$ cat src/rtl/sensor_pwr_seq_pkg.sv
`default_nettype none
// ============================================================================
// Module  : sensor_pwr_seq_pkg
// Brief   : State codes and rail decode helpers for the sensor power sequencer.
// Revision: 1.0
// ============================================================================
package sensor_pwr_seq_pkg;

    // 4-bit codes are visible to firmware through state_o; keep them stable.
    localparam logic [3:0] ST_OFF      = 4'd0;
    localparam logic [3:0] ST_UP_IO    = 4'd1;
    localparam logic [3:0] ST_UP_CORE  = 4'd2;
    localparam logic [3:0] ST_UP_BOOST = 4'd3;
    localparam logic [3:0] ST_UP_BIAS  = 4'd4;
    localparam logic [3:0] ST_ON       = 4'd5;
    localparam logic [3:0] ST_DN_BIAS  = 4'd6;
    localparam logic [3:0] ST_DN_BOOST = 4'd7;
    localparam logic [3:0] ST_DN_CORE  = 4'd8;
    localparam logic [3:0] ST_DN_IO    = 4'd9;
    localparam logic [3:0] ST_FAULT    = 4'd10;

    typedef enum logic [3:0] {
        S_OFF      = ST_OFF,
        S_UP_IO    = ST_UP_IO,
        S_UP_CORE  = ST_UP_CORE,
        S_UP_BOOST = ST_UP_BOOST,
        S_UP_BIAS  = ST_UP_BIAS,
        S_ON       = ST_ON,
        S_DN_BIAS  = ST_DN_BIAS,
        S_DN_BOOST = ST_DN_BOOST,
        S_DN_CORE  = ST_DN_CORE,
        S_DN_IO    = ST_DN_IO,
        S_FAULT    = ST_FAULT
    } state_t;

    // Rails on per state, active high: {io, core, boost, bias}.
    function automatic logic [3:0] rails_of(input state_t s);
        logic [3:0] r;
        r = 4'b0000;
        case (s)
            S_UP_IO,    S_DN_CORE:  r = 4'b1000;
            S_UP_CORE,  S_DN_BOOST: r = 4'b1100;
            S_UP_BOOST, S_DN_BIAS:  r = 4'b1110;
            S_UP_BIAS,  S_ON:       r = 4'b1111;
            default:                r = 4'b0000;
        endcase
        return r;
    endfunction

    function automatic logic is_busy(input state_t s);
        return (s == S_UP_IO)   || (s == S_UP_CORE)  || (s == S_UP_BOOST) ||
               (s == S_UP_BIAS) || (s == S_DN_BIAS)  || (s == S_DN_BOOST) ||
               (s == S_DN_CORE) || (s == S_DN_IO);
    endfunction

endpackage
`default_nettype wire

$ cat src/rtl/pwr_dwell_timer.sv
`default_nettype none
// ============================================================================
// Module  : pwr_dwell_timer
// Brief   : Loadable down-counter; done while the count sits at zero.
// Revision: 1.0
// ============================================================================
module pwr_dwell_timer #(
    parameter int unsigned CNT_W = 24
) (
    input  logic             clk,
    input  logic             rst,
    input  logic             i_load,
    input  logic [CNT_W-1:0] i_value,
    output logic             o_done
);

    logic [CNT_W-1:0] r_cnt;

    always_ff @(posedge clk) begin
        if (rst) begin
            r_cnt <= '0;
        end else if (i_load) begin
            r_cnt <= i_value;
        end else if (r_cnt != '0) begin
            r_cnt <= r_cnt - 1'b1;
        end
    end

    assign o_done = (r_cnt == '0);

endmodule
`default_nettype wire

$ cat src/rtl/sensor_pwr_seq.sv
`default_nettype none
// ============================================================================
// Module  : sensor_pwr_seq
// Brief   : Thermal-sensor rail sequencer: ordered power-up, reverse power-down,
//           immediate all-off on fault.
// Revision: 1.0
// ============================================================================
module sensor_pwr_seq
    import sensor_pwr_seq_pkg::*;
#(
    parameter int unsigned T_IO    = 1000,
    parameter int unsigned T_CORE  = 1000,
    parameter int unsigned T_BOOST = 1000,
    parameter int unsigned T_BIAS  = 1000,
    parameter int unsigned CNT_W   = 24
) (
    input  logic       clk,
    input  logic       rst,
    input  logic       pwr_req,
    input  logic       pwr_fault,
    input  logic       bias_volt_sel_i,
    output logic       sensor_io_pwr_ena_n,
    output logic       sensor_core_pwr_ena,
    output logic       sensor_bias_boost_pwr_ena,
    output logic       sensor_bias_pwr_ena,
    output logic       sensor_bias_volt_sel,
    output logic       pwr_rdy,
    output logic       pwr_busy,
    output logic       pwr_fault_flag,
    output logic [3:0] state_o
);

    localparam logic [CNT_W-1:0] c_DW_IO    = CNT_W'(T_IO - 1);
    localparam logic [CNT_W-1:0] c_DW_CORE  = CNT_W'(T_CORE - 1);
    localparam logic [CNT_W-1:0] c_DW_BOOST = CNT_W'(T_BOOST - 1);
    localparam logic [CNT_W-1:0] c_DW_BIAS  = CNT_W'(T_BIAS - 1);

    state_t           r_state;
    state_t           w_next;
    logic             w_load;
    logic [CNT_W-1:0] w_load_val;
    logic             w_done;
    logic [3:0]       w_rails;

    pwr_dwell_timer #(
        .CNT_W (CNT_W)
    ) u_timer (
        .clk     (clk),
        .rst     (rst),
        .i_load  (w_load),
        .i_value (w_load_val),
        .o_done  (w_done)
    );

    // Next state and dwell reload share one decode so the timer loads on the
    // same edge the state is entered.
    always_comb begin
        w_next     = r_state;
        w_load     = 1'b0;
        w_load_val = '0;
        if (pwr_fault && (r_state != S_FAULT)) begin
            w_next = S_FAULT;
        end else begin
            case (r_state)
                S_OFF: if (pwr_req) begin
                    w_next = S_UP_IO;    w_load = 1'b1; w_load_val = c_DW_IO;
                end
                S_UP_IO: if (!pwr_req) begin
                    w_next = S_DN_IO;    w_load = 1'b1; w_load_val = c_DW_IO;
                end else if (w_done) begin
                    w_next = S_UP_CORE;  w_load = 1'b1; w_load_val = c_DW_CORE;
                end
                S_UP_CORE: if (!pwr_req) begin
                    w_next = S_DN_CORE;  w_load = 1'b1; w_load_val = c_DW_CORE;
                end else if (w_done) begin
                    w_next = S_UP_BOOST; w_load = 1'b1; w_load_val = c_DW_BOOST;
                end
                S_UP_BOOST: if (!pwr_req) begin
                    w_next = S_DN_BOOST; w_load = 1'b1; w_load_val = c_DW_BOOST;
                end else if (w_done) begin
                    w_next = S_UP_BIAS;  w_load = 1'b1; w_load_val = c_DW_BIAS;
                end
                S_UP_BIAS: if (!pwr_req) begin
                    w_next = S_DN_BIAS;  w_load = 1'b1; w_load_val = c_DW_BIAS;
                end else if (w_done) begin
                    w_next = S_ON;
                end
                S_ON: if (!pwr_req) begin
                    w_next = S_DN_BIAS;  w_load = 1'b1; w_load_val = c_DW_BIAS;
                end
                S_DN_BIAS: if (w_done) begin
                    w_next = S_DN_BOOST; w_load = 1'b1; w_load_val = c_DW_BOOST;
                end
                S_DN_BOOST: if (w_done) begin
                    w_next = S_DN_CORE;  w_load = 1'b1; w_load_val = c_DW_CORE;
                end
                S_DN_CORE: if (w_done) begin
                    w_next = S_DN_IO;    w_load = 1'b1; w_load_val = c_DW_IO;
                end
                S_DN_IO: if (w_done) begin
                    w_next = S_OFF;
                end
                S_FAULT: if (!pwr_req && !pwr_fault) begin
                    w_next = S_OFF;
                end
                default: w_next = S_FAULT;
            endcase
        end
    end

    assign w_rails = rails_of(w_next);

    // Outputs are registered from the next-state decode, so they always match
    // the registered state without any input-to-output path.
    always_ff @(posedge clk) begin
        if (rst) begin
            r_state                   <= S_OFF;
            sensor_io_pwr_ena_n       <= 1'b1;
            sensor_core_pwr_ena       <= 1'b0;
            sensor_bias_boost_pwr_ena <= 1'b0;
            sensor_bias_pwr_ena       <= 1'b0;
            sensor_bias_volt_sel      <= 1'b0;
            pwr_rdy                   <= 1'b0;
            pwr_busy                  <= 1'b0;
            pwr_fault_flag            <= 1'b0;
        end else begin
            r_state                   <= w_next;
            sensor_io_pwr_ena_n       <= ~w_rails[3];
            sensor_core_pwr_ena       <= w_rails[2];
            sensor_bias_boost_pwr_ena <= w_rails[1];
            sensor_bias_pwr_ena       <= w_rails[0];
            pwr_rdy                   <= (w_next == S_ON);
            pwr_busy                  <= is_busy(w_next);
            pwr_fault_flag            <= (w_next == S_FAULT);
            if ((w_next == S_OFF) || (w_next == S_FAULT)) begin
                sensor_bias_volt_sel <= 1'b0;
            end else if ((r_state == S_OFF) && (w_next == S_UP_IO)) begin
                sensor_bias_volt_sel <= bias_volt_sel_i;
            end
        end
    end

    assign state_o = r_state;

endmodule
`default_nettype wire

$ cat config.mk
export PLATFORM = sky130hd
export DESIGN_NAME = sensor_pwr_seq
export DESIGN_NICKNAME = d
export VERILOG_FILES = /design/src/rtl/sensor_pwr_seq_pkg.sv /design/src/rtl/pwr_dwell_timer.sv /design/src/rtl/sensor_pwr_seq.sv
export SDC_FILE = /design/constraint.sdc
export NUM_CORES = 1
export LEC_CHECK = 0
export ABC_AREA = 0
export CAP_MARGIN = 10
export CORE_ASPECT_RATIO = 1.25
export CORE_UTILIZATION = 57
export CTS_CLUSTER_DIAMETER = 40
export CTS_CLUSTER_SIZE = 12
export DETAILED_ROUTE_END_ITERATION = 10
export GPL_TIMING_DRIVEN = 0
export HOLD_SLACK_MARGIN = 0.03
export PLACE_DENSITY = 0.85
export REMOVE_ABC_BUFFERS = 1
export SYNTH_ARGS = -nofsm -noshare
export SYNTH_HDL_FRONTEND = slang
export SYNTH_SLANG_ARGS = --single-unit
export TNS_END_PERCENT = 100
$ cat constraint.sdc
create_clock -name clk -period 3.2 [get_ports clk]
set_input_delay 0.48 -clock clk [delete_from_list [all_inputs] [get_ports clk]]
set_output_delay 0.48 -clock clk [all_outputs]
set_load 0.005 [all_outputs]
==> impl_summary.txt <==
----------------------------------------------------
[Synth]
  Count of distinct cell types in the synthesized netlist ... 55
  Proportion of synthesized chip area in sequential cells ... 0.351
  Most instantiated flip-flop cell in the synthesis netlist ... dfxtp_1
  Number of register bits inferred by synthesis ... 36
  Post-synth design cell area ... 2050 um2
  Number of enable-type register cells in the synthesized netlist ... 0
  Cells taking the most area after synthesis ... dfxtp_1 (35%), xnor2_1 (6.8%), nor2_1 (6.2%), a21oi_1 (3.4%), nor3_1 (2.9%)
  Yosys top cell area share ... 0.351
  Yosys warning total ... 0
  Cell taking the most area after synthesis ... dfxtp_1
  Syn Inst Count ... between 200 and 250
  Async SR Flop Fraction ... 0
  Avg Synthesized Cell Area ... around 8.5 um2

[Setup path]
  Worst-case register-to-register setup slack ... 240 ps
  Kind of end point of the critical path ... register
  CP Data Required Time ... around 3400 ps
  Crit-path max cell delay ... 630 ps
  Family of cells with the greatest summed delay on the critical path ... simple AND/OR/NAND/NOR gates
  Combined buffer and inverter count along the critical path ... 0
  Kind of start point of the critical path ... register
  Maximum fanout along the worst path ... 16
  Chain of cells forming the critical path ... nor4_2, nand2_1, or2_0, a2111o_1, nand2b_2, nor2_1
  Setup Crit Path Kind ... register to register
  Master of the slowest instance on the critical path ... a2111o_1
  Data arrival at the endpoint of the critical path ... between 3000 and 4000 ps

[Final layout]
  Combined flip-flop and latch cell area ... 721 um2
  Post-layout net count ... ~250
  Most common cell after layout, fill and taps aside ... dfxtp_1
  Final non-filler cell total ... 287
  Layout fillers ... around 280
  Antenna diode count ... 0
  Layout Area Growth over Synthesis ... 9.80%
  Most frequent cells in the layout ... dfxtp_1 (36), nor2_1 (34), xnor2_1 (16), clkdlybuf4s50_1 (16), a21oi_1 (14)
  Final core utilization ... 0.653
  Layout cells sized above 1 ... 0.0927
  Area taken by multi-input logic gates ... between 1000 and 1500 um2
  Final instance area ... approximately 2300 um2

[Global routing]
  Initial antenna violation count ... 0
  Total Routing Usage GR ... 0.235
  Residual overflow from global routing ... 0
  Via count of the first global-routing pass ... ~1,600
  Pin count of the biggest net entering global routing ... 26
  Wire length of the first global-routing pass ... ~7.1 mm

[Drt]
  Post-detailed-route wirelength per cell ... roughly 15 um
  DRC Markers ... 0
  Ratio of routed vias to standard cells ... between 6 and 7
  Drt total wl ... 4.18 mm
  Detail Route Antenna Nets ... 0
  Routed vias ... between 1,500 and 2,000
  Number of detailed-routing iterations run before antenna repair ... 4
  Count of routing violations after the opening detailed-route iteration ... between 60 and 70

[Floorplan]
  Die Area ... about 3800 um2
  Die Ht ... ~70 um
  Core outline area ... 3450 um2
  Standard-cell rows ... 24
  Die Wd ... 55.7 um
  # IOs ... 17
  Initial core utilization ... 0.595

[Clock tree]
  Clock insertion delay at the later pin of the skew report ... about 300 ps
  Bufs on Longest Clock Path ... 2
  Post-CTS Hold Buffers ... 0
  CTS Root Cell ... clkbuf_8
  H-tree levels ... 2
  TritonCTS buffer count ... 5
  TritonCTS clock tree ... yes
  Number of buffers inserted to repair setup after CTS ... 0
  Clock-pin slew on the worst setup and hold paths ... around 70 ps
  Clock Sinks ... 36
  Cells resized by post-CTS repair ... 0

[STA]
  Transition time at the pin with the least slew margin ... around 800 ps
  Final count of negative-setup-slack endpoints ... 0
  Number of max-slew violations in the final report ... 0
  Part of the cycle the worst path needs ... 0.926
  Worst Hold Slack ... 492 ps
  Least setup slack across all paths after layout ... around 240 ps
  Hold Vio Cnt, Final ... 0
  Fmax ... approximately 340 MHz
  Max transition margin ... 0.464
  Min cycle time layout ... 2960 ps
  TNS Setup ... 0 ps
  RSZ-0062 raised after global routing ... false
  Skew final ... ~5.2 ps

[Placed design]
  Half-perimeter wire length of the detailed placement result ... roughly 2.9 mm
  Setup WS pre-CTS ... between 100 and 150 ps
  Post-DP Area ... approximately 2200 um2
  RePlAce Congestion ... approximately 0.86
  Number of port buffers ... 16
  Number of instances in the placed design ... approximately 280

[Worst hold path]
  Hold/Removal Path Class ... register to register

[Outcome]
  Outcome ... finished, final reports clean

[Power]
  Maximum VDD drop ... roughly 0.00044 V
  Final Total Pwr ... 1.81 mW
  Total leakage power ... approximately 0.82 nW
  Total power per unit cell area ... roughly 800 nW/um2

[Flow run]
  Max-cap viol count ... 0

----------------------------------------------------
registers in the layout (all words and copies together) (netlist names):
register	flops
pwr_rdy	1
sensor_bias_volt_sel	1
sensor_core_pwr_ena	1
sensor_bias_boost_pwr_ena	1
sensor_io_pwr_ena_n	1
u_timer.r_cnt	24
state_o	4
pwr_busy	1
sensor_bias_pwr_ena	1
pwr_fault_flag	1
final timing paths:
path / from / end / cells past startpoint
min reg2reg: u_timer.r_cnt[4] / u_timer.r_cnt[4] / 2
min: u_timer.r_cnt[4] / u_timer.r_cnt[4] / 2
max reg2reg: u_timer.r_cnt[16] / u_timer.r_cnt[16] / 6
max: u_timer.r_cnt[16] / u_timer.r_cnt[16] / 6
worst register-to-register path, cell delays in order (launching register included):
cell,delay (ps)
dfxtp_1,360
nor4_2,560
nand2_1,390
or2_0,480
a2111o_1,630
nand2b_2,320
nor2_1,100
where the power goes:
part	internal (mW)	leakage [nW]	switching, mW	total (mW)
Combinational	0.373	0.474	0.444	0.817
Clock	0.152	0.0479	0.178	0.330
Sequential	0.547	0.295	0.113	0.660
Total	1.07	0.817	0.735	1.81
cell families after synthesis:
group / share of synthesized area
mux: 0.0201
buf+inv: 0.0536
fa+ha+maj: 0.0122
compound gates: 0.185
simple gates: 0.289
flops: 0.351
xor+xnor: 0.0895
Yosys cell counts, types with 2 or more instances:
library cell  number
a211o_1            2
a211oi_1           2
a21oi_1           14
a31oi_1            3
and2_1             2
buf_6              2
clkbuf_1          13
dfxtp_1           36
ha_1               2
inv_1              4
mux2i_1            3
nand2_1           10
nand2b_1           5
nand3_1            4
nand4_1            2
nor2_1            34
nor2b_1            6
nor3_1            12
nor4_1             8
nor4_2             3
nor4b_1            2
o2111ai_1          5
o211ai_1           3
o21a_1             2
o21ai_0           10
or2_2              2
or3_1              3
or4_4              2
xnor2_1           16
xor2_1             5
routing by layer:
metal	track usage	up-vias	wire, um
met5	0	-	0
met4	0.125	0	108
met3	0.0544	11	157
met2	0.387	48	2140
met1	0.282	812	1780
li1	-	879	-
area by class of cell:
class                           count  area share
Sequential cell                    36       0.319
Tap cell                           39      0.0216
Clock inverter                      3     0.00832
Clock buffer                        5      0.0305
Inverter                            4     0.00666
Timing Repair Buffer               16      0.0710
Multi-Input combinational cell    184       0.542
(Power assumes the default switching activity.)
